### config.mk
export PLATFORM = sky130hd
export DESIGN_NAME = stopwatch_display
export DESIGN_NICKNAME = d
export VERILOG_FILES = /design/src/rtl/stopwatch_pkg.sv /design/src/rtl/bcd_to_7seg.sv /design/src/rtl/stopwatch_display.sv
export SDC_FILE = /design/constraint.sdc
export NUM_CORES = 1
export LEC_CHECK = 0
export BUFFER_PORTS_ARGS = -buffer_cell sky130_fd_sc_hd__buf_4
export CORE_ASPECT_RATIO = 2
export CORE_MARGIN = 2
export CORE_UTILIZATION = 50
export CTS_BUF_LIST = sky130_fd_sc_hd__clkbuf_4
export DETAILED_ROUTE_END_ITERATION = 8
export HOLD_SLACK_MARGIN = 0.15
export PLACE_DENSITY = 0.82
export REMOVE_ABC_BUFFERS = 1
export SYNTH_ARGS = -nofsm -noshare
export SYNTH_HDL_FRONTEND = slang
export SYNTH_SLANG_ARGS = --single-unit
### constraint.sdc
create_clock -name clock -period 4.7 [get_ports clock]
set_input_delay 0.47 -clock clock [delete_from_list [all_inputs] [get_ports clock]]
set_output_delay 0.47 -clock clock [all_outputs]
set_load 0.03 [all_outputs]
### src/rtl/stopwatch_pkg.sv
`default_nettype none
// ============================================================================
//  Module      : stopwatch_pkg
//  Description : Shared constants for the stopwatch display path.
//                Seven-segment glyphs are active-low, bit order {g,f,e,d,c,b,a}.
//                DP_MASK marks the digit slots whose decimal point is lit,
//                giving the HH.MM.SS.cc layout.
//  Revision    : 1.0  initial release
// ============================================================================
package stopwatch_pkg;

    localparam int N_DIGITS = 8;

    typedef logic [3:0] bcd_t;
    typedef logic [6:0] seg_t;

    //                                      gfedcba
    localparam seg_t SEG_0     = 7'b1000000;
    localparam seg_t SEG_1     = 7'b1111001;
    localparam seg_t SEG_2     = 7'b0100100;
    localparam seg_t SEG_3     = 7'b0110000;
    localparam seg_t SEG_4     = 7'b0011001;
    localparam seg_t SEG_5     = 7'b0010010;
    localparam seg_t SEG_6     = 7'b0000010;
    localparam seg_t SEG_7     = 7'b1111000;
    localparam seg_t SEG_8     = 7'b0000000;
    localparam seg_t SEG_9     = 7'b0010000;
    localparam seg_t SEG_DASH  = 7'b0111111;
    localparam seg_t SEG_BLANK = 7'h7F;

    // Bit i set: decimal point lit while slot i is enabled (d3, d5, d7).
    localparam logic [N_DIGITS-1:0] DP_MASK = 8'b0101_0100;

endpackage : stopwatch_pkg
`default_nettype wire

### src/rtl/bcd_to_7seg.sv
`default_nettype none
// ============================================================================
//  Module      : bcd_to_7seg
//  Description : Combinational BCD to seven-segment decoder (active-low).
//                Codes 0-9 give the standard glyphs; the non-BCD codes 10-15
//                give a dash so corrupted upstream data is visible on the
//                display instead of masquerading as a valid digit.
//  Ports       : i_bcd   [3:0]  BCD digit
//                o_seg_n [6:0]  segments, active-low {g,f,e,d,c,b,a}
//  Revision    : 1.0  initial release
// ============================================================================
module bcd_to_7seg
    import stopwatch_pkg::*;
(
    input  logic [3:0] i_bcd,
    output logic [6:0] o_seg_n
);

    always_comb begin
        o_seg_n = SEG_DASH;
        case (i_bcd)
            4'd0:    o_seg_n = SEG_0;
            4'd1:    o_seg_n = SEG_1;
            4'd2:    o_seg_n = SEG_2;
            4'd3:    o_seg_n = SEG_3;
            4'd4:    o_seg_n = SEG_4;
            4'd5:    o_seg_n = SEG_5;
            4'd6:    o_seg_n = SEG_6;
            4'd7:    o_seg_n = SEG_7;
            4'd8:    o_seg_n = SEG_8;
            4'd9:    o_seg_n = SEG_9;
            default: o_seg_n = SEG_DASH;
        endcase
    end

endmodule : bcd_to_7seg
`default_nettype wire

### src/rtl/stopwatch_display.sv
`default_nettype none
// ============================================================================
//  Module      : stopwatch_display
//  Description : Time-multiplexed driver for an 8-digit common-anode
//                seven-segment display showing HH.MM.SS.cc. The eight input
//                digits are snapshotted into a frame register once per scan
//                frame so a digit never tears mid-scan. Optional lap hold
//                freezes the frame until released.
//  Parameters  : SCAN_DIV  clock cycles per digit slot (>= 2)
//  Ports       : clock       system clock
//                reset       synchronous, active-high
//                d8..d1      BCD digits (d1 = 0.01 s, d8 = tens of hours)
//                lap         single-cycle pulse, toggles lap hold
//                seg_n [6:0] segments, active-low {g,f,e,d,c,b,a}
//                dp_n        decimal point, active-low
//                an_n  [7:0] digit enables, active-low; an_n[i] -> d(i+1)
//                lap_active  high while the display is frozen
//  Macros      : STOPWATCH_DISPLAY_LAP_EN  implements lap hold when defined;
//                otherwise lap is ignored and lap_active is tied low.
//  Revision    : 1.0  initial release
// ============================================================================
module stopwatch_display
    import stopwatch_pkg::*;
#(
    parameter int SCAN_DIV = 50_000
)
(
    input  logic       clock,
    input  logic       reset,
    input  logic [3:0] d8,
    input  logic [3:0] d7,
    input  logic [3:0] d6,
    input  logic [3:0] d5,
    input  logic [3:0] d4,
    input  logic [3:0] d3,
    input  logic [3:0] d2,
    input  logic [3:0] d1,
    input  logic       lap,
    output logic [6:0] seg_n,
    output logic       dp_n,
    output logic [7:0] an_n,
    output logic       lap_active
);

    localparam int                 c_PRE_W    = $clog2(SCAN_DIV);
    localparam logic [c_PRE_W-1:0] c_PRE_LAST = c_PRE_W'(SCAN_DIV - 1);
    localparam logic [2:0]         c_IDX_LAST = 3'd7;

    // ------------------------------------------------------------------
    // Scan state
    // ------------------------------------------------------------------
    logic [c_PRE_W-1:0]      r_pre;
    logic [2:0]              r_idx;
    logic [N_DIGITS-1:0][3:0] r_frame;

    logic w_slot_end;   // last cycle of the current digit slot
    logic w_boundary;   // last cycle of the whole frame
    logic w_load;       // frame register captures the live digits

    assign w_slot_end = (r_pre == c_PRE_LAST);
    assign w_boundary = w_slot_end && (r_idx == c_IDX_LAST);

    // ------------------------------------------------------------------
    // Lap hold
    // ------------------------------------------------------------------
`ifdef STOPWATCH_DISPLAY_LAP_EN
    logic r_hold;
    logic w_hold_next;

    // The post-toggle value gates a coincident boundary, so a pulse that
    // sets hold blocks that load and a pulse that clears hold allows it.
    assign w_hold_next = r_hold ^ lap;
    assign w_load      = w_boundary && !w_hold_next;
    assign lap_active  = r_hold;

    always_ff @(posedge clock) begin
        if (reset) begin
            r_hold <= 1'b0;
        end else begin
            r_hold <= w_hold_next;
        end
    end
`else
    logic w_unused_lap;

    assign w_unused_lap = lap;
    assign w_load       = w_boundary;
    assign lap_active   = 1'b0;
`endif

    // ------------------------------------------------------------------
    // Prescaler, digit index and frame snapshot
    // ------------------------------------------------------------------
    always_ff @(posedge clock) begin
        if (reset) begin
            r_pre   <= '0;
            r_idx   <= '0;
            r_frame <= '0;
        end else begin
            if (w_slot_end) begin
                r_pre <= '0;
                r_idx <= r_idx + 3'd1;
            end else begin
                r_pre <= r_pre + 1'b1;
            end
            if (w_load) begin
                r_frame <= {d8, d7, d6, d5, d4, d3, d2, d1};
            end
        end
    end

    // ------------------------------------------------------------------
    // Digit decode
    // ------------------------------------------------------------------
    logic [3:0] w_digit;
    logic [6:0] w_glyph;
    logic       w_lead_blank;

    assign w_digit      = r_frame[r_idx];
    assign w_lead_blank = (r_idx == c_IDX_LAST) && (r_frame[N_DIGITS-1] == 4'd0);

    bcd_to_7seg u_dec (
        .i_bcd   (w_digit),
        .o_seg_n (w_glyph)
    );

    // ------------------------------------------------------------------
    // Output composition
    // ------------------------------------------------------------------
    // The first cycle of every slot is fully blank (anodes, segments and
    // decimal point) so the previous digit cannot ghost into the next one
    // while the anode drivers switch.
    logic [7:0] w_an_n_next;
    logic [6:0] w_seg_n_next;
    logic       w_dp_n_next;

    always_comb begin
        w_an_n_next  = 8'hFF;
        w_seg_n_next = SEG_BLANK;
        w_dp_n_next  = 1'b1;
        if (r_pre != '0) begin
            w_an_n_next = ~(8'd1 << r_idx);
            w_dp_n_next = ~DP_MASK[r_idx];
            if (!w_lead_blank) begin
                w_seg_n_next = w_glyph;
            end
        end
    end

    logic [7:0] r_an_n;
    logic [6:0] r_seg_n;
    logic       r_dp_n;

    always_ff @(posedge clock) begin
        if (reset) begin
            r_an_n  <= 8'hFF;
            r_seg_n <= SEG_BLANK;
            r_dp_n  <= 1'b1;
        end else begin
            r_an_n  <= w_an_n_next;
            r_seg_n <= w_seg_n_next;
            r_dp_n  <= w_dp_n_next;
        end
    end

    assign an_n  = r_an_n;
    assign seg_n = r_seg_n;
    assign dp_n  = r_dp_n;

endmodule : stopwatch_display
`default_nettype wire

======== Word-level counts from Yosys, hierarchy flattened ========
Memory sizes are Yosys's and may differ from the RTL's. A register that Yosys moved wholly into a read port is not among the register bits.
Cells that the tools add are included.
cells by class
  shift operators ......................... 1
  $add $sub $neg .......................... 2
  multiplexer cells ....................... 5
  $lt $le $gt $ge ......................... 1
  reduce and logical (&&, ||, !) cells .... 7
  eq/ne operators ......................... 2
  bitwise logic cells ..................... 3
operators with widths
  cell                   count
  $add 16x1->16 const B  1
  $eq 16x16->1 const B   1
  $reduce_bool 16->1     1
  $bmux 4 s3             1
  $not 8->8              1
  $shl 1x3->8 const A    1
  $mux 3                 2
  $logic_not 4->1        1
  $lt 3x4->1 const B     1
  $mux 4                 1
  $reduce_or 2->1        2
  $add 3x1->3 const B    1
  $eq 3x3->1 const B     1
  $reduce_or 3->1        1
  $logic_and 1x1->1      2
  $not 1->1              2
  $mux 1                 1
word-level totals
  input port bits ......................... 35
  memories ................................ 2
  memory bits (read-only) ................. 120
  register bits ........................... 60
  logic and storage cells ................. 35
  output and inout port bits .............. 17
memories
  name              depth  width  read ports  clocked after memory_dff  write ports  RTL line                  RTL
  (name not given)  16     7      1           1                         0            bcd_to_7seg.sv:21         case (i_bcd)
  (name not given)  8      1      1           1                         0            stopwatch_display.sv:143  w_dp_n_next = ~DP_MASK[r_idx];

======== Logic depth before layout (Yosys ltp) ========
Gate-level depths: netlist of the first run.
  depth in word-level cells ............... 3
  mapped depth ............................ 8
  mapped depth without buffers ............ 7

======== By module ========
From an unflattened synthesis of the first run, not the netlist that was laid out.
second synthesis, totals
  cells, all modules ...................... 308
  area, all modules ....................... 3079.2 um2
by module, submodules not included
  module             area an instance (um2)  cells each  instances
  stopwatch_display  2839.0                  277         1
  bcd_to_7seg        240.2                   31          1

======== Least setup slack after synthesis of the first run ========
Ideal clock, no wire load.
  path kind ............................... flip-flop to flip-flop
  start ................................... register r_idx[0]
  end ..................................... register r_seg_n[1], in the netlist seg_n[1]
  clock period less this slack ............ 2.019 ns
  required time ........................... 4.575 ns
  buffers on the path ..................... 1
  arrival time ............................ 1.894 ns
  cell stages (with the launch flop) ...... 8
  path slack .............................. 2.681 ns
  library setup time ...................... 0.125 ns
  cells stage by stage .................... dfxtp_1 buf_6 mux4_1 mux2_4 inv_1 ha_1 a21oi_1 o21ai_0
between the ends
  longest elaborated chain between the ends .. 3
  elaborated cells on any way between the ends .. 5
ends and longest elaborated chain
  item                              RTL line                  RTL
  start: declaration                stopwatch_display.sv:53   logic [2:0] r_idx;
  start signal: assignment          stopwatch_display.sv:102  r_idx <= r_idx + 3'd1;
  $eq 3x3->1                        stopwatch_display.sv:120  assign w_lead_blank = (r_idx == c_IDX_LAST) && (r_frame[N_DIGITS-1] == 4'd0);
  $logic_and 1x1->1                 stopwatch_display.sv:120
  $reduce_or 3->1 (no source line)  -
  end: declaration                  stopwatch_display.sv:151  logic [6:0] r_seg_n;
Several ways; a longest one is shown, not always the timed one. The select of a mux whose other input is x is not followed.
A chain may end at the register's enable or synchronous reset.

======== Worst setup path after layout of the first run ========
  start ................................... register r_idx[0]
  end ..................................... register r_seg_n[0], in the netlist seg_n[0]
Same word-level chain as after synthesis.

==> flow_summary.toml, run 1 <==
[status]
outcome = "finished clean"

[worst_setup_path]
worstReg2RegStart = "r_idx[0]"
crit_path_start_kind = "register"
rrSetupSlack_ps = 1540
path_class = "reg -> reg"
cp_cell_sequence = "ha_1 -> ha_1 -> buf_4 -> inv_1 -> nor2_1 -> nor4_2 -> a22oi_1"
worstRegToRegCells = 7
reg2reg_to = "seg_n[0]"
required_ps = 5010
cp-end-kind = "register"
arrival_ps = 3470
cp_num_buf_inv = 2
cpMaxStageDelayCell = "inv_1"
slowest_delay_ps = 810
path_max_fanout = 34
crit_top_cell = "ha_1"
cp_top_family = "buffers and inverters"

[timing]
fin_setup_tns_ps = 0
rsz0062_at_grt = "no"
min_period_over_period_pct = 67.2
slew-limit-headroom_pct = 17.3
max_freq_mhz = 316
period_needed_ps = 3160
setup_viol = 0
finalClockSkew_ps = 15.9
finalHoldViolCount = 0
worst_pin_slew_ps = 1240
slew_viol_final = 0

[floorplanning]
dieArea_um2 = 7200
fp.dieH_um = 118
io_pins = 52
row_count = 41
dieWidth_um = 61.0
start_util_pct = 51.5
core-area_um2 = 6310

[cells_and_area]
drive_above_1_share_pct = 19.7
finalCoreUtilization_pct = 59.2
final_common_cell = "dfxtp_1"
area_growth_pct = 15.0
nets = 424
mostFrequentLayoutCells = "dfxtp_1 (68), buf_4 (52), a21oi_1 (41)"

[route]
first_iter_violations = 76
dr.pass1.iters = 4
vias = 2739
antenna_left = 0
drcViolationCount = 0
wl_per_cell_um = 15.3
routed_wl_mm = 7.16
avgViaCountPerCell = 5.87

[global_routing]
grt.total_usage_pct = 22.0
grt_pass1_wl_mm = 12.1
grt_pass1_vias = 2665
antenna_found_initial = 1
grt_max_degree = 41
grt_overflow = 0

[pwr]
finalPower_w = 0.00102
leakagePower_nw = 1.41
power.ir.vdd_worst_mv = 0.178
power_density_nw_per_um2 = 273

[yosys]
synth_top_area_cell = "dfxtp_1"
synth_top_area_share_pct = 41.9
synth_seq_cells = 68
synth-async-reset-ratio_pct = 0
synth_top_flop_cell = "dfxtp_1"
netlist_instances = 345
synth.distinct_cells = 44
synth_edf_count = 0
syn_area_um2 = 3250
seq_area_frac_synth_pct = 41.9
yosys-top-cells-area = "dfxtp_1 (42%), o31ai_1 (7.6%), nand4_1 (7.3%)"
yosys_warnings = 0
syn_area_per_cell_um2 = 9.42

[worst_hold_path]
hp-start = "d3[2]"
worstHoldPathType = "in -> reg"
holdPathStages = 3
min_to = "r_frame[10]"

[clock_tree]
clock-root-buffer = "clkbuf_4"
ctsHoldBuffers = 0
numCtsBuffers = 9
cts.sinks = 68
postCtsResizedCells = 0
cts_buffer_depth = 2
insertion_delay_ps = 430
cts_tree = "yes"
clkSlewWorstSetupHoldPaths_ps = 110
cts_setup_buffers = 0
cts_max_level = 3

[run]
max-cap-violations = 0

[place]
portBuffers = 49
gp_congestion = 0.832
hpwl_mm = 4.73
synth_stat cells (5+ instances only):
master	n
o21ai_0	6
mux4_1	7
ha_1	13
clkbuf_1	22
a21oi_1	41
nor2_1	18
nand2_1	12
o31ai_1	33
inv_1	13
nand4_1	38
and3_1	6
buf_2	5
nand3_1	6
dfxtp_1	68
xor2_1	7
sequential cells by signal, summed over array words and instances, names as in the netlist, named ones only:
signal / flops
seg_n: 7
dp_n: 1
r_idx: 3
an_n: 8
r_frame: 32
r_pre: 16
metrics by stage:
step | setup WS, ps | instances | area [um^2] | hold slack [ps]
global route | 1330 | 467 | 3740 | 295
detailed placement | 1620 | 451 | 3610 | 361
global placement | 1690 | 451 | 3610 | 360
finish | 1540 | 467 | 3740 | 293
floorplan | 1930 | 313 | 3110 | 343
CTS | 1610 | 466 | 3730 | 275
routing by layer:
metal	track usage, %	vias up	wire length [um]
met5	0	-	0
met4	12.2	0	253
met3	4.95	19	221
met2	35.6	62	3790
met1	25.8	1303	2900
li1	-	1355	-
kinds of logic after synthesis:
group	count (synthesis)	share of synthesized area, %
mux	17	9.66
other cells	1	0.115
buf+inv	47	5.97
flops	68	41.9
simple gates	98	17.0
xor+xnor	11	2.96
compound gates	90	17.4
fa+ha+maj	13	5.00
where the power goes:
| part | total (W) | switching (W) | internal (W) |
|---|---|---|---|
| registers | 0.000588 | 0.00000331 | 0.000584 |
| logic | 0.0000707 | 0.0000376 | 0.0000331 |
| clock network | 0.000362 | 0.000195 | 0.000166 |
worst max-delay path by stage:
stage	startpoint	to	slack, ps	cells after the start
final	r_idx[0]	seg_n[0]	1540	7
after global routing	r_idx[0]	seg_n[3]	1330	7
after CTS	r_idx[0]	seg_n[3]	1610	7
after detailed placement	r_idx[0]	seg_n[3]	1620	7
after global placement	r_idx[0]	seg_n[3]	1690	7
after floorplan	r_idx[0]	seg_n[5]	1930	6
area by class of cell:
| cell class | instances | area, um^2 |
|---|---|---|
| diodes | 1 | 2.50 |
| clock buffers | 11 | 82.6 |
| clock inverters | 4 | 41.3 |
| fillers | 577 | 2570 |
| inverters | 15 | 56.3 |
| multi-input cells | 230 | 1700 |
| flip-flops and latches | 68 | 1360 |
| well taps | 86 | 108 |
| repair buffers | 52 | 390 |
worst reg2reg max path, cell delays in order (launching register included):
cell and delay, ps:
dfxtp_1 530, ha_1 340, ha_1 180, buf_4 240
inv_1 810, nor2_1 250, nor4_2 520, a22oi_1 170
Power figures use the tool's default switching activity.
==> inputs of run 2 (changes only) <==
--- a/config.mk
+++ b/config.mk
@@ -12,7 +12,7 @@
 export CTS_BUF_LIST = sky130_fd_sc_hd__clkbuf_4
 export DETAILED_ROUTE_END_ITERATION = 8
 export HOLD_SLACK_MARGIN = 0.15
-export PLACE_DENSITY = 0.82
+export PLACE_DENSITY = 0.85
 export REMOVE_ABC_BUFFERS = 1
 export SYNTH_ARGS = -nofsm -noshare
 export SYNTH_HDL_FRONTEND = slang
==> constraint.sdc (replaced) <==
create_clock -name clock -period 2.9 [get_ports clock]
set_input_delay 0.29 -clock clock [delete_from_list [all_inputs] [get_ports clock]]
set_output_delay 0.29 -clock clock [all_outputs]
set_load 0.03 [all_outputs]
==> run 2 against run 1 <==
- clock skew fell by 2.4 ps
- hold slack got worse by 140 ps
- register-to-register slack worse by 1100 ps
- critical path depth down 1
- critical path type unchanged
- clock power rose by 38%
- core utilization rose by 4.7 points
- sequential cell count stayed put
- via count grew 4.5%
- largest cell class unchanged
- highest routed layer unchanged
- design area is 7.9% higher
- clock-buffer cell count did not move
- cell count grew 7.1%
==> flow_summary.toml, run 2 (synthesized netlist as in run 1, its figures left out) <==
[route]
dr.max_layer_used = "met4"
wl_per_cell_um = 14.9
first_iter_violations = 90
routed-wl-met2_mm = 4.01
avgViaCountPerCell = 5.73
dr.pass1.iters = 6
wl_met1_mm = 2.91
vias = 2863
route.met3.wl_um = 260
drcViolationCount = 0
routed_wl_mm = 7.47
antenna_left = 0

[floorplanning]
dieArea_um2 = 7200
dieWidth_um = 61.0
core-area_um2 = 6310
fp.dieH_um = 118
row_count = 41
io_pins = 52
start_util_pct = 51.5

[clock_tree]
cts_setup_buffers = 0
cts_tree = "yes"
cts_buffer_depth = 2
numCtsBuffers = 9
cts.sinks = 68
insertion_delay_ps = 430
cts_max_level = 3
clock-root-buffer = "clkbuf_4"
clkSlewWorstSetupHoldPaths_ps = 110

[pwr]
power.ir.vdd_worst_mv = 0.292
power_density_nw_per_um2 = 397
leakagePower_nw = 1.54

[timing]
rsz0062_at_grt = "no"
fin_ws_ps = 394
worst_pin_slew_ps = 691
slew_viol_final = 0
period_needed_ps = 2510
min_period_over_period_pct = 86.4
setup_viol = 0
slew-limit-headroom_pct = 53.9
finalClockSkew_ps = 13.5
max_freq_mhz = 399
finalHoldViolCount = 0
fin_setup_tns_ps = 0

[worst_setup_path]
worstRegToRegCells = 6
crit_path_start = "r_idx[0]"
slowest_delay_ps = 720
reg2reg_to = "seg_n[0]"
crit_top_cell = "mux2i_1"
cpMaxStageDelayCell = "dfxtp_1"
worstSetupEndpoint = "seg_n[0]"
arrival_ps = 2800
cp-end-kind = "register"
crit_path_start_kind = "register"
cp_cell_sequence = "mux4_1 -> mux2i_1 -> inv_1 -> ha_1 -> mux2i_1 -> a22oi_1"
worstReg2RegStart = "r_idx[0]"
required_ps = 3200
path_class = "reg -> reg"
rrSetupSlack_ps = 390
path_max_fanout = 13

[cells_and_area]
area_growth_pct = 24.1
largest_reg_flops = 32
nets = 457
largest-register = "r_frame"
final_common_cell = "dfxtp_1"
drive_above_1_share_pct = 19.4
n_fill_cell = 518
mostFrequentLayoutCells = "dfxtp_1 (68), buf_4 (56), a21oi_1 (41)"

[run]
max-cap-violations = 0

[worst_hold_path]
worstHoldPathType = "in -> reg"

[global_routing]
grt_pass1_vias = 2763
grt_max_degree = 41
grt.total_usage_pct = 22.7
grt_pass1_wl_mm = 12.5
antenna_found_initial = 1
grt_overflow = 0

[place]
dp_slack_ps = 405
gp_congestion = 0.828
hpwl_mm = 4.80
portBuffers = 49

[status]
outcome = "finished clean"
[run 2: final cells by class]
cell class                 instances  area, um^2  area share, %
sequential                        68        1360           33.7
tap                               86         108           2.67
inverter                          15        56.3           1.40
multi-input combinational        230        1700           42.0
timing repair buffer              85         711           17.6
antenna                            1        2.50         0.0620
clock buffer                      11        82.6           2.05
clock inverter                     4        17.5          0.434
[run 2: what timing repair did]
action,4_1_cts,5_1_grt
gates resized for setup,0,0
hold endpoints to repair,29,0
hold buffers,29,0
endpoints found under the setup margin,0,0
[run 2: where the power goes]
group | internal, W | total (W) | switching, W
sequential | 0.000947 | 0.000953 | 0.00000554
clock | 0.000183 | 0.000500 | 0.000318
combinational | 0.0000790 | 0.000147 | 0.0000678
total | 0.00121 | 0.00160 | 0.000391
[run 2: critical path: cells and delay by family, from the launching register on]
family / cells / cell delay (ps)
AO/OA/AOI/OAI: 1 / 110
multiplexers: 3 / 1200
buffers and inverters: 1 / 130
flip-flops: 1 / 720
adder cells (fa/ha/maj): 1 / 210
[run 2: worst min-delay path by stage]
stage / start / to / slack [ps] / cells after the start
after floorplan: register / dp_n / 340 / 1
after global placement: register / dp_n / 350 / 1
after detailed placement: register / dp_n / 350 / 1
after CTS: d3[0] / r_frame[8] / 150 / 3
after global routing: d3[0] / r_frame[8] / 150 / 3
final: d3[0] / r_frame[8] / 150 / 3
[run 2: layer usage]
metal / GRT usage, % / up-vias
met5: 0 / -
met4: 13.0 / 0
met3: 4.95 / 28
met2: 37.4 / 81
met1: 25.7 / 1332
li1: - / 1422
[run 2: per-stage QoR]
| step | std cells | hold WS [ps] | power, W | util, % | area, um^2 |
|---|---|---|---|---|---|
| final | 500 | 153 | 0.00160 | 63.9 | 4030 |
| after global routing | 500 | 154 | 0.00165 | 63.9 | 4030 |
| after CTS | 499 | 151 | 0.00160 | 63.9 | 4030 |
| after detailed placement | 455 | 350 | 0.00109 | 57.7 | 3640 |
| after global placement | 455 | 351 | 0.00109 | 57.7 | 3640 |
| after floorplan | 313 | 343 | 0.00102 | - | 3110 |
